[src/rtl/div_pkg.sv]
// Shared types and sizing for the 16-bit sequential restoring divider.
package div_pkg;

    localparam int DIV_WIDTH  = 16;
    localparam int STEP_WIDTH = DIV_WIDTH + 1;
    localparam int CNT_WIDTH  = $clog2(DIV_WIDTH);

    typedef logic [DIV_WIDTH-1:0] word_t;

    typedef enum logic [1:0] {
        IDLE = 2'd0,
        DIV  = 2'd1,
        DONE = 2'd2
    } div_state_e;

endpackage

[src/rtl/cla_adder.sv]
// Team carry-lookahead adder: 4-bit lookahead groups, group carries chained.
module cla_adder #(
    parameter int WIDTH = 17
) (
    input  logic [WIDTH-1:0] a_i,
    input  logic [WIDTH-1:0] b_i,
    input  logic             cin_i,
    output logic [WIDTH-1:0] sum_o,
    output logic             cout_o
);

    logic [WIDTH-1:0] gen;
    logic [WIDTH-1:0] prop;
    logic [WIDTH:0]   carry;

    assign gen  = a_i & b_i;
    assign prop = a_i ^ b_i;

    // Each carry inside a group is a direct function of the group's carry-in.
    always_comb begin
        logic run_g;
        logic run_p;
        logic grp_c;
        carry    = '0;
        carry[0] = cin_i;
        run_g    = 1'b0;
        run_p    = 1'b1;
        grp_c    = cin_i;
        for (int k = 0; k < WIDTH; k++) begin
            if (k % 4 == 0) begin
                run_g = 1'b0;
                run_p = 1'b1;
                grp_c = carry[k];
            end
            run_g        = gen[k] | (prop[k] & run_g);
            run_p        = run_p & prop[k];
            carry[k+1]   = run_g | (run_p & grp_c);
        end
    end

    assign sum_o  = prop ^ carry[WIDTH-1:0];
    assign cout_o = carry[WIDTH];

endmodule

[src/rtl/div_sub_step.sv]
// One restoring-division step: 17-bit trial subtract (a + ~b + 1) and restore select.
module div_sub_step
    import div_pkg::*;
(
    input  logic [STEP_WIDTH-1:0] minuend_i,
    input  word_t                 divisor_i,
    output word_t                 rem_o,
    output logic                  q_bit_o
);

    logic [STEP_WIDTH-1:0] neg_divisor;
    logic [STEP_WIDTH-1:0] diff;
    logic                  no_borrow;
    logic                  unused_diff_msb;

    assign neg_divisor = ~{1'b0, divisor_i};

    cla_adder #(
        .WIDTH (STEP_WIDTH)
    ) u_cla (
        .a_i    (minuend_i),
        .b_i    (neg_divisor),
        .cin_i  (1'b1),
        .sum_o  (diff),
        .cout_o (no_borrow)
    );

    // A successful step leaves a difference below the divisor, so bit 16 is zero.
    assign unused_diff_msb = diff[STEP_WIDTH-1];

    assign q_bit_o = no_borrow;
    assign rem_o   = no_borrow ? diff[DIV_WIDTH-1:0] : minuend_i[DIV_WIDTH-1:0];

endmodule

[src/rtl/div_seq_16bit.sv]
// 16-bit unsigned sequential divider: one restoring step per clock, fixed latency.
module div_seq_16bit
    import div_pkg::*;
(
    input  logic        clk,
    input  logic        rst_n,
    input  logic        start,
    input  logic [15:0] dividend,
    input  logic [15:0] divisor,
    output logic        busy,
    output logic        done,
    output logic [15:0] quotient,
    output logic [15:0] remainder,
    output logic        div_by_zero
);

    div_state_e           state_q, state_d;
    logic [CNT_WIDTH-1:0] cnt_q, cnt_d;
    word_t                rem_q, rem_d;
    word_t                dvd_q, dvd_d;
    word_t                dvs_q, dvs_d;
    word_t                quo_q, quo_d;
    word_t                rmd_q, rmd_d;
    logic                 dbz_q, dbz_d;

    logic [STEP_WIDTH-1:0] minuend;
    word_t                 step_rem;
    logic                  step_q_bit;
    word_t                 step_dvd;

    // dvd_q shifts dividend bits out at the top and quotient bits in at the bottom.
    assign minuend  = {rem_q, dvd_q[DIV_WIDTH-1]};
    assign step_dvd = {dvd_q[DIV_WIDTH-2:0], step_q_bit};

    div_sub_step u_step (
        .minuend_i (minuend),
        .divisor_i (dvs_q),
        .rem_o     (step_rem),
        .q_bit_o   (step_q_bit)
    );

    always_comb begin
        // NOTE: every _d gets its hold value first so no path can infer a latch.
        state_d = state_q;
        cnt_d   = cnt_q;
        rem_d   = rem_q;
        dvd_d   = dvd_q;
        dvs_d   = dvs_q;
        quo_d   = quo_q;
        rmd_d   = rmd_q;
        dbz_d   = dbz_q;

        unique case (state_q)
            IDLE: begin
                if (start) begin
                    if (divisor == '0) begin
                        quo_d   = '1;
                        rmd_d   = dividend;
                        dbz_d   = 1'b1;
                        state_d = DONE;
                    end else begin
                        dvd_d   = dividend;
                        dvs_d   = divisor;
                        rem_d   = '0;
                        cnt_d   = '0;
                        state_d = DIV;
                    end
                end
            end
            DIV: begin
                rem_d = step_rem;
                dvd_d = step_dvd;
                cnt_d = cnt_q + 1'b1;
                if (cnt_q == '1) begin
                    quo_d   = step_dvd;
                    rmd_d   = step_rem;
                    dbz_d   = 1'b0;
                    state_d = DONE;
                end
            end
            DONE:    state_d = IDLE;
            default: state_d = IDLE;
        endcase
    end

    // NOTE: state uses non-blocking assignments; all registers, including operands, clear on reset.
    always_ff @(posedge clk or negedge rst_n) begin
        if (!rst_n) begin
            state_q <= IDLE;
            cnt_q   <= '0;
            rem_q   <= '0;
            dvd_q   <= '0;
            dvs_q   <= '0;
            quo_q   <= '0;
            rmd_q   <= '0;
            dbz_q   <= 1'b0;
        end else begin
            state_q <= state_d;
            cnt_q   <= cnt_d;
            rem_q   <= rem_d;
            dvd_q   <= dvd_d;
            dvs_q   <= dvs_d;
            quo_q   <= quo_d;
            rmd_q   <= rmd_d;
            dbz_q   <= dbz_d;
        end
    end

    assign busy        = (state_q == DIV);
    assign done        = (state_q == DONE);
    assign quotient    = quo_q;
    assign remainder   = rmd_q;
    assign div_by_zero = dbz_q;

endmodule
[config.mk]
export PLATFORM = sky130hd
export DESIGN_NAME = div_seq_16bit
export DESIGN_NICKNAME = d
export VERILOG_FILES = /design/src/rtl/div_pkg.sv /design/src/rtl/cla_adder.sv /design/src/rtl/div_sub_step.sv /design/src/rtl/div_seq_16bit.sv
export SDC_FILE = /design/constraint.sdc
export NUM_CORES = 1
export LEC_CHECK = 0
export ABC_AREA = 1
export CAP_MARGIN = 10
export CELL_PAD_IN_SITES_DETAIL_PLACEMENT = 1
export CELL_PAD_IN_SITES_GLOBAL_PLACEMENT = 2
export CORE_ASPECT_RATIO = 0.75
export CORE_MARGIN = 2
export CORE_UTILIZATION = 32
export DETAILED_ROUTE_END_ITERATION = 6
export PLACE_DENSITY = 0.84
export SLEW_MARGIN = 20
export SYNTH_ARGS = -nofsm -noshare
export SYNTH_HDL_FRONTEND = slang
export SYNTH_SLANG_ARGS = --single-unit
[constraint.sdc]
create_clock -name clk -period 3.15 [get_ports clk]
set_clock_uncertainty 0.2 [all_clocks]
set_input_delay 0.63 -clock clk [delete_from_list [all_inputs] [get_ports clk]]
set_output_delay 0.63 -clock clk [all_outputs]
set_load 0.05 [all_outputs]
==> metrics.md, run 1 <==
| Metric | Value |
|---|---|
| Status | completed |
| Root Driver | clkbuf_16 |
| Io pins | 70 |
| CP dominant cell by count | nand2_1 |
| Fill count | 1625 |
| Worst Setup Start Kind | flip-flop |
| WL final | 12700 um |
| # clock sinks | 87 |
| Data arrival time of the critical path | 2.92 ns |
| Max Slew Vio Count | 0 |
| Initial Util | 32.9% |
| Worst EP required | 3.24 ns |
| Avg WL per Cell | 15.8 um |
| Yosys reg bits | 87 |
| CP bufs+invs | 1 |
| Post-Synthesis Net Count | 606 |
| RSZ-0062 raised after global routing | no |
| Max Fclk | 353 MHz |
| R2R Path End | remainder[0] |
| Number of DRC markers in iteration 0 | 162 |
| Setup violations, final | 0 |
| Initial antenna violation count | 0 |
| Setup CP Type | reg2reg |
| Cts repair resizes | 0 |
| Mapped Avg Cell Area | 8.22 sq um |
| Vias in the first global route | 4078 |
| Clock-pin slew on the worst setup and hold paths | 0.06 ns |
| Hold-fix buffers at CTS | 0 |
| Max Root-Sink Buffers | 2 |
| Crit. End Element | flip-flop |
| Final #Nets | 679 |
| GRT Overall Usage | 17.9% |
| Vias | 3894 |
| Area grow syn2layout | 26.1% |
| Pwr/cell area | 1230 nW/um^2 |
| First-pass GRT wire length | 21000 um |
| Layout cell share with drive strength beyond 1 | 9.08% |
| Yosys warnings | 0 |
| Pin count of the biggest net entering global routing | 49 |
| Synth cell types | 34 |
| RR Startpoint | rem_q[0] |
| WHS | 0.0930 ns |
| Worst min path class | in2async |
| Crit path cell chain | ha_1 > nand2_1 > nand2_1 > nand2_1 > nand3_2 > nand2_2 > nand2_2 > nand2_2 > nand2_2 > nand2_2 > nand2_4 > nand2_4 > nand2_1 > nor2_4 > nand2_1 > nand3_1 > nand2_1 > inv_1 |
| Rows | 37 |
| GRT overflow | 0 |
| R2R Setup Slk | 0.32 ns |
| Vias per cell | 4.85 |
| Die area | 15100 sq um |
| Crit share post-route | 89.9% |
| DR DRC count | 0 |
| Antenna cells | 0 |
| Delay-heaviest family, CP | simple AND/OR/NAND/NOR gates |
| Total CTS buffers | 9 |
| Setup TNS | 0 ns |
| Mapped Area | 4520 sq um |
| Post CTS Setup Buffer Count | 0 |
| Post-route antenna net violation count | 0 |
| CTS tree | yes |
| H-tree levels | 3 |
| Leakage power | 2.75 nW |
| Worst-Skew Late Latency | 0.35 ns |
| Rel. slew slack | 57.0% |
| Worst-path fanout max | 17 |
| IO Port Bufs | 69 |
| R2R cell count | 18 |
| Detailed Routing Iterations Pass 1 | 4 |
| Hpwl dp | 9660 um |
| RePlAce Congestion | 0.757 |
| Final hold violation count | 0 |
| Die width | 141 um |
| Post-synthesis sequential area ratio | 48.1% |
| Worst-Margin Slew | 0.645 ns |
| Worst vdd ir | 0.558 mV |
| DIE HEIGHT | 107 um |
| Minimum clock period | 2.83 ns |
| Synthesized instance count | 550 |
| Max_cap viols | 0 |
| Slowest CP cell | dfrtp_1 |
| Core area | 13700 sq um |
| CP peak stage delay | 0.40 ns |
[synthesized netlist by cell type (all sizes together)]
cell type	count	area (sq um)
a21oi	39	210
a22o	1	8.76
a32o	1	10.0
buf	9	62.6
clkbuf	11	41.3
dfrtp	87	2180
fa	3	60.1
ha	18	225
inv	74	278
nand2	141	559
nand3	43	230
nand4	2	12.5
nor2	34	138
nor3	3	20.0
nor3b	1	7.51
nor4	2	12.5
o21ai	52	260
o21bai	2	15.0
or2	17	106
xnor2	3	26.3
xor2	7	61.3
[logic make-up (layout without fill, tap and decap cells)]
group	after synthesis	count (layout)	synth area share (%)
fa+ha+maj	21	21	6.31
xor+xnor	10	10	1.94
simple gates	243	243	24.0
compound gates	95	95	11.2
buf+inv	94	172	8.44
flops	87	87	48.1
[layout make-up]
type	count	area [sq um]	area share, %
Inverter	74	278	4.87
Sequential cell	87	2180	38.2
Tap cell	175	219	3.84
Clock inverter	3	17.5	0.307
Multi-Input combinational cell	369	1960	34.4
Clock buffer	13	260	4.57
Timing Repair Buffer	82	786	13.8
[worst max-delay path by stage]
stage	to	from	cells past startpoint
finish	remainder[0]	rem_q[0]	18
global route	remainder[0]	rem_q[0]	18
CTS	remainder[0]	rem_q[0]	18
detailed placement	remainder[8]	divisor[15]	12
global placement	remainder[9]	divisor[15]	12
floorplan	remainder[13]	rem_q[0]	17
[metal layers]
| metal | track usage, % | vias to the layer above | wire (um) |
|---|---|---|---|
| met1 | 24.3 | 1941 | 6120 |
| met2 | 28.8 | 59 | 6070 |
| met5 | 0 | - | 0 |
| li1 | - | 1886 | - |
| met4 | 3.07 | 0 | 82 |
| met3 | 5.14 | 8 | 457 |
[stage by stage]
| step | util [%] | instance area (sq um) | total power, mW | instances | setup WS [ns] |
|---|---|---|---|---|---|
| 3_5_place_dp | 39.4 | 5420 | 6.05 | 787 | 0.243 |
| 2_1_floorplan | - | 4520 | 4.81 | 550 | 0.758 |
| 4_1_cts | 41.5 | 5700 | 7.11 | 803 | 0.279 |
| 6_report | 41.5 | 5700 | 7.01 | 803 | 0.319 |
| 5_1_grt | 41.5 | 5700 | 7.64 | 803 | 0.0471 |
| 3_3_place_gp | 39.4 | 5420 | 5.88 | 787 | 0.306 |
[layout by cell type (no fill, tap or decap)]
| master | n |
|---|---|
| clkinv_2 | 2 |
| buf_4 | 14 |
| nor2_2 | 1 |
| inv_1 | 72 |
| o21bai_1 | 2 |
| nor2_4 | 1 |
| xor2_1 | 7 |
| a32o_1 | 1 |
| clkbuf_1 | 2 |
| inv_2 | 2 |
| clkbuf_8 | 2 |
| nand2_2 | 6 |
| a21oi_4 | 1 |
| nand4_1 | 2 |
| nand2_1 | 133 |
| nor3_2 | 1 |
| clkbuf_16 | 9 |
| nand2_4 | 2 |
| nor4_1 | 2 |
| or2_0 | 2 |
| nor3b_1 | 1 |
| nand3_2 | 3 |
| a22o_1 | 1 |
| o21ai_0 | 52 |
| or2_1 | 4 |
| fa_1 | 3 |
| nand3_1 | 40 |
| xnor2_1 | 3 |
| clkdlybuf4s50_1 | 68 |
| nor2_1 | 32 |
| clkinvlp_4 | 1 |
| ha_1 | 18 |
| dfrtp_1 | 87 |
| or2_2 | 11 |
| a21oi_2 | 1 |
| a21oi_1 | 37 |
| nor3_1 | 2 |
[report_power, final]
part           total [mW]  switching [mW]  internal [mW]
logic                4.09            2.70           1.39
clock network        1.02           0.447          0.576
registers            1.90           0.275           1.63
total                7.01            3.42           3.60
[sequential cells by signal (all words and copies together), names as in the netlist]
name         cells
state_q          2
remainder       16
rem_q           16
div_by_zero      1
dvd_q           16
cnt_q            4
dvs_q           16
quotient        16
Power figures use the tool's default switching activity.
==> run 2, diff against run 1 <==
--- a/config.mk
+++ b/config.mk
@@ -6,13 +6,13 @@
 export NUM_CORES = 1
 export LEC_CHECK = 0
 export ABC_AREA = 1
-export CAP_MARGIN = 10
 export CELL_PAD_IN_SITES_DETAIL_PLACEMENT = 1
 export CELL_PAD_IN_SITES_GLOBAL_PLACEMENT = 2
 export CORE_ASPECT_RATIO = 0.75
 export CORE_MARGIN = 2
 export CORE_UTILIZATION = 32
 export DETAILED_ROUTE_END_ITERATION = 6
+export HOLD_SLACK_MARGIN = 0.12
 export PLACE_DENSITY = 0.84
 export SLEW_MARGIN = 20
 export SYNTH_ARGS = -nofsm -noshare
==> constraint.sdc (replaced) <==
create_clock -name clk -period 3.15 [get_ports clk]
set_clock_uncertainty 0.2 [all_clocks]
set_input_delay 0.4725 -clock clk [delete_from_list [all_inputs] [get_ports clk]]
set_output_delay 0.4725 -clock clk [all_outputs]
set_load 0.05 [all_outputs]
==> run 2 against run 1 <==
Hold slack improved by 0.22 ns. Cell area increased by 0.15%. Total power is essentially flat. First-iteration DRC count rose by 26%. Sequential share of layout area decreased by 0.059 points. Via count shrank 1.8%. Combinational power about the same.
==> metrics.md, run 2 (same netlist as run 1, synthesis figures left out) <==
| Metric | Value |
|---|---|
| IO Port Bufs | 69 |
| Avg WL per Cell | 15.8 um |
| Setup violations, final | 0 |
| R2R cell count | 18 |
| Crit. End Element | flip-flop |
| Worst Setup Start Kind | flip-flop |
| Data arrival time of the critical path | 2.90 ns |
| First-pass GRT wire length | 21000 um |
| Post CTS Setup Buffer Count | 0 |
| CP dominant cell by count | nand2_1 |
| CP Depth | 18 |
| Most frequent cells in the layout | nand2_1, dfrtp_1, inv_1 |
| Delay-heaviest family, CP | simple AND/OR/NAND/NOR gates |
| CP bufs+invs | 1 |
| Crit share post-route | 89.3% |
| Pin count of the biggest net entering global routing | 48 |
| CTS tree | yes |
| Setup CP Type | reg2reg |
| Worst-Margin Slew | 0.647 ns |
| GRT overflow | 0 |
| Layout cell share with drive strength beyond 1 | 8.79% |
| Status | completed |
| Worst min path class | reg2reg |
| RSZ-0062 raised after global routing | no |
| Clock-pin slew on the worst setup and hold paths | 0.06 ns |
| Die width | 141 um |
| GRT Overall Usage | 17.9% |
| Max_cap viols | 0 |
| CP peak stage delay | 0.40 ns |
| Detailed Routing Iterations Pass 1 | 4 |
| RePlAce Congestion | 0.763 |
| Minimum clock period | 2.81 ns |
| WL final | 12600 um |
| Vias | 3822 |
| Rel. slew slack | 56.9% |
| Crit path cell chain | ha_1 > nand2_1 > nand2_1 > nand2_1 > nand3_2 > nand2_2 > nand2_2 > nand2_2 > nand2_2 > nand2_2 > nand2_4 > nand2_4 > nand2_1 > nor2_4 > nand2_1 > nand3_1 > nand2_1 > inv_1 |
| R2R Path End | remainder[9] |
| Worst EP required | 3.24 ns |
| Io pins | 70 |
| RR Startpoint | rem_q[0] |
| R2R Setup Slk | 0.34 ns |
| Setup TNS | 0 ns |
| Worst vdd ir | 0.479 mV |
| Worst Hold Depth | 2 |
| Vias per cell | 4.77 |
| Slowest CP cell | dfrtp_1 |
| Post-DP Area | 5420 sq um |
| Number of DRC markers in iteration 0 | 204 |
| Pwr/cell area | 1230 nW/um^2 |
| Antenna cells | 0 |
| Crit path from | rem_q[0] |
| Hpwl dp | 9470 um |
| Fill count | 1629 |
| Core area | 13700 sq um |
| Worst Hold Launch | div_by_zero |
| DR DRC count | 0 |
| Final #Nets | 678 |
| # clock sinks | 87 |
| Initial Util | 32.9% |
| Max Fclk | 356 MHz |
| Rows | 37 |
| Die area | 15100 sq um |
| Cts repair resizes | 0 |
| Root Driver | clkbuf_16 |
| Commonest non-fill, non-tap cell in the layout | nand2_1 |
| Area grow syn2layout | 26.3% |
| Post-route cell area | 5710 sq um |
| Final hold violation count | 0 |
| Worst-Skew Late Latency | 0.35 ns |
| Max Root-Sink Buffers | 2 |
| Hold Path End | div_by_zero |
| Vias in the first global route | 4097 |
| Max Slew Vio Count | 0 |
| Worst-path fanout max | 17 |
| Post-route antenna net violation count | 0 |
| H-tree levels | 3 |
| Initial antenna violation count | 0 |
| Hold-fix buffers at CTS | 1 |
| Leakage power | 2.75 nW |
| Total CTS buffers | 9 |
| DIE HEIGHT | 107 um |
## run 2: cell types whose count changed in the layout (fill, tap and decap cells not counted)
cell           change
buf_12             +1
buf_4              -3
bufinv_16          +1
clkbuf_1           -1
clkbuf_8           -2
clkinv_2           +2
clkinvlp_4         -1
dlygate4sd3_1      +1
## run 2: cell type report
type / count / area (sq um) / area share [%]
clock inverters: 5 / 50.0 / 0.877
inverters: 74 / 278 / 4.87
clock buffers: 10 / 229 / 4.01
well taps: 175 / 219 / 3.84
repair buffers: 81 / 793 / 13.9
flip-flops and latches: 87 / 2180 / 38.1
multi-input cells: 369 / 1960 / 34.4
## run 2: stage by stage
| stage | cells | utilization, % | setup WS [ns] | hold WS [ns] | power [mW] |
|---|---|---|---|---|---|
| after floorplan | 550 | - | 0.758 | -0.0231 | 4.81 |
| after global placement | 785 | 39.4 | 0.278 | 0.309 | 5.84 |
| after detailed placement | 785 | 39.4 | 0.211 | 0.309 | 6.02 |
| after CTS | 801 | 41.5 | 0.299 | 0.323 | 7.14 |
| after global routing | 801 | 41.5 | 0.0405 | 0.349 | 7.65 |
| final | 801 | 41.5 | 0.339 | 0.314 | 7.02 |
## run 2: per-layer routing
metal | part of all wire [%] | track usage, %
met4 | 1.4 | 5.36
met2 | 48 | 29.6
met1 | 48 | 23.8
met5 | 0 | 0
met3 | 2.7 | 3.66
## run 2: report_power, final
group,total [mW],switching (mW),internal (mW)
clock,1.05,0.445,0.605
combinational,4.07,2.68,1.39
sequential,1.90,0.270,1.63
## run 2: worst max path at each step
stage	to	slack [ns]
finish	remainder[9]	0.34
global placement	remainder[12]	0.28
floorplan	remainder[13]	0.76
detailed placement	remainder[12]	0.21
CTS	remainder[9]	0.30
global route	remainder[9]	0.04
## run 2: tightest hold or removal path: cells and delay by family, from the launching register on
family / cells / cell delay [ns]
simple gates: 2 / 0.14
flops: 1 / 0.34
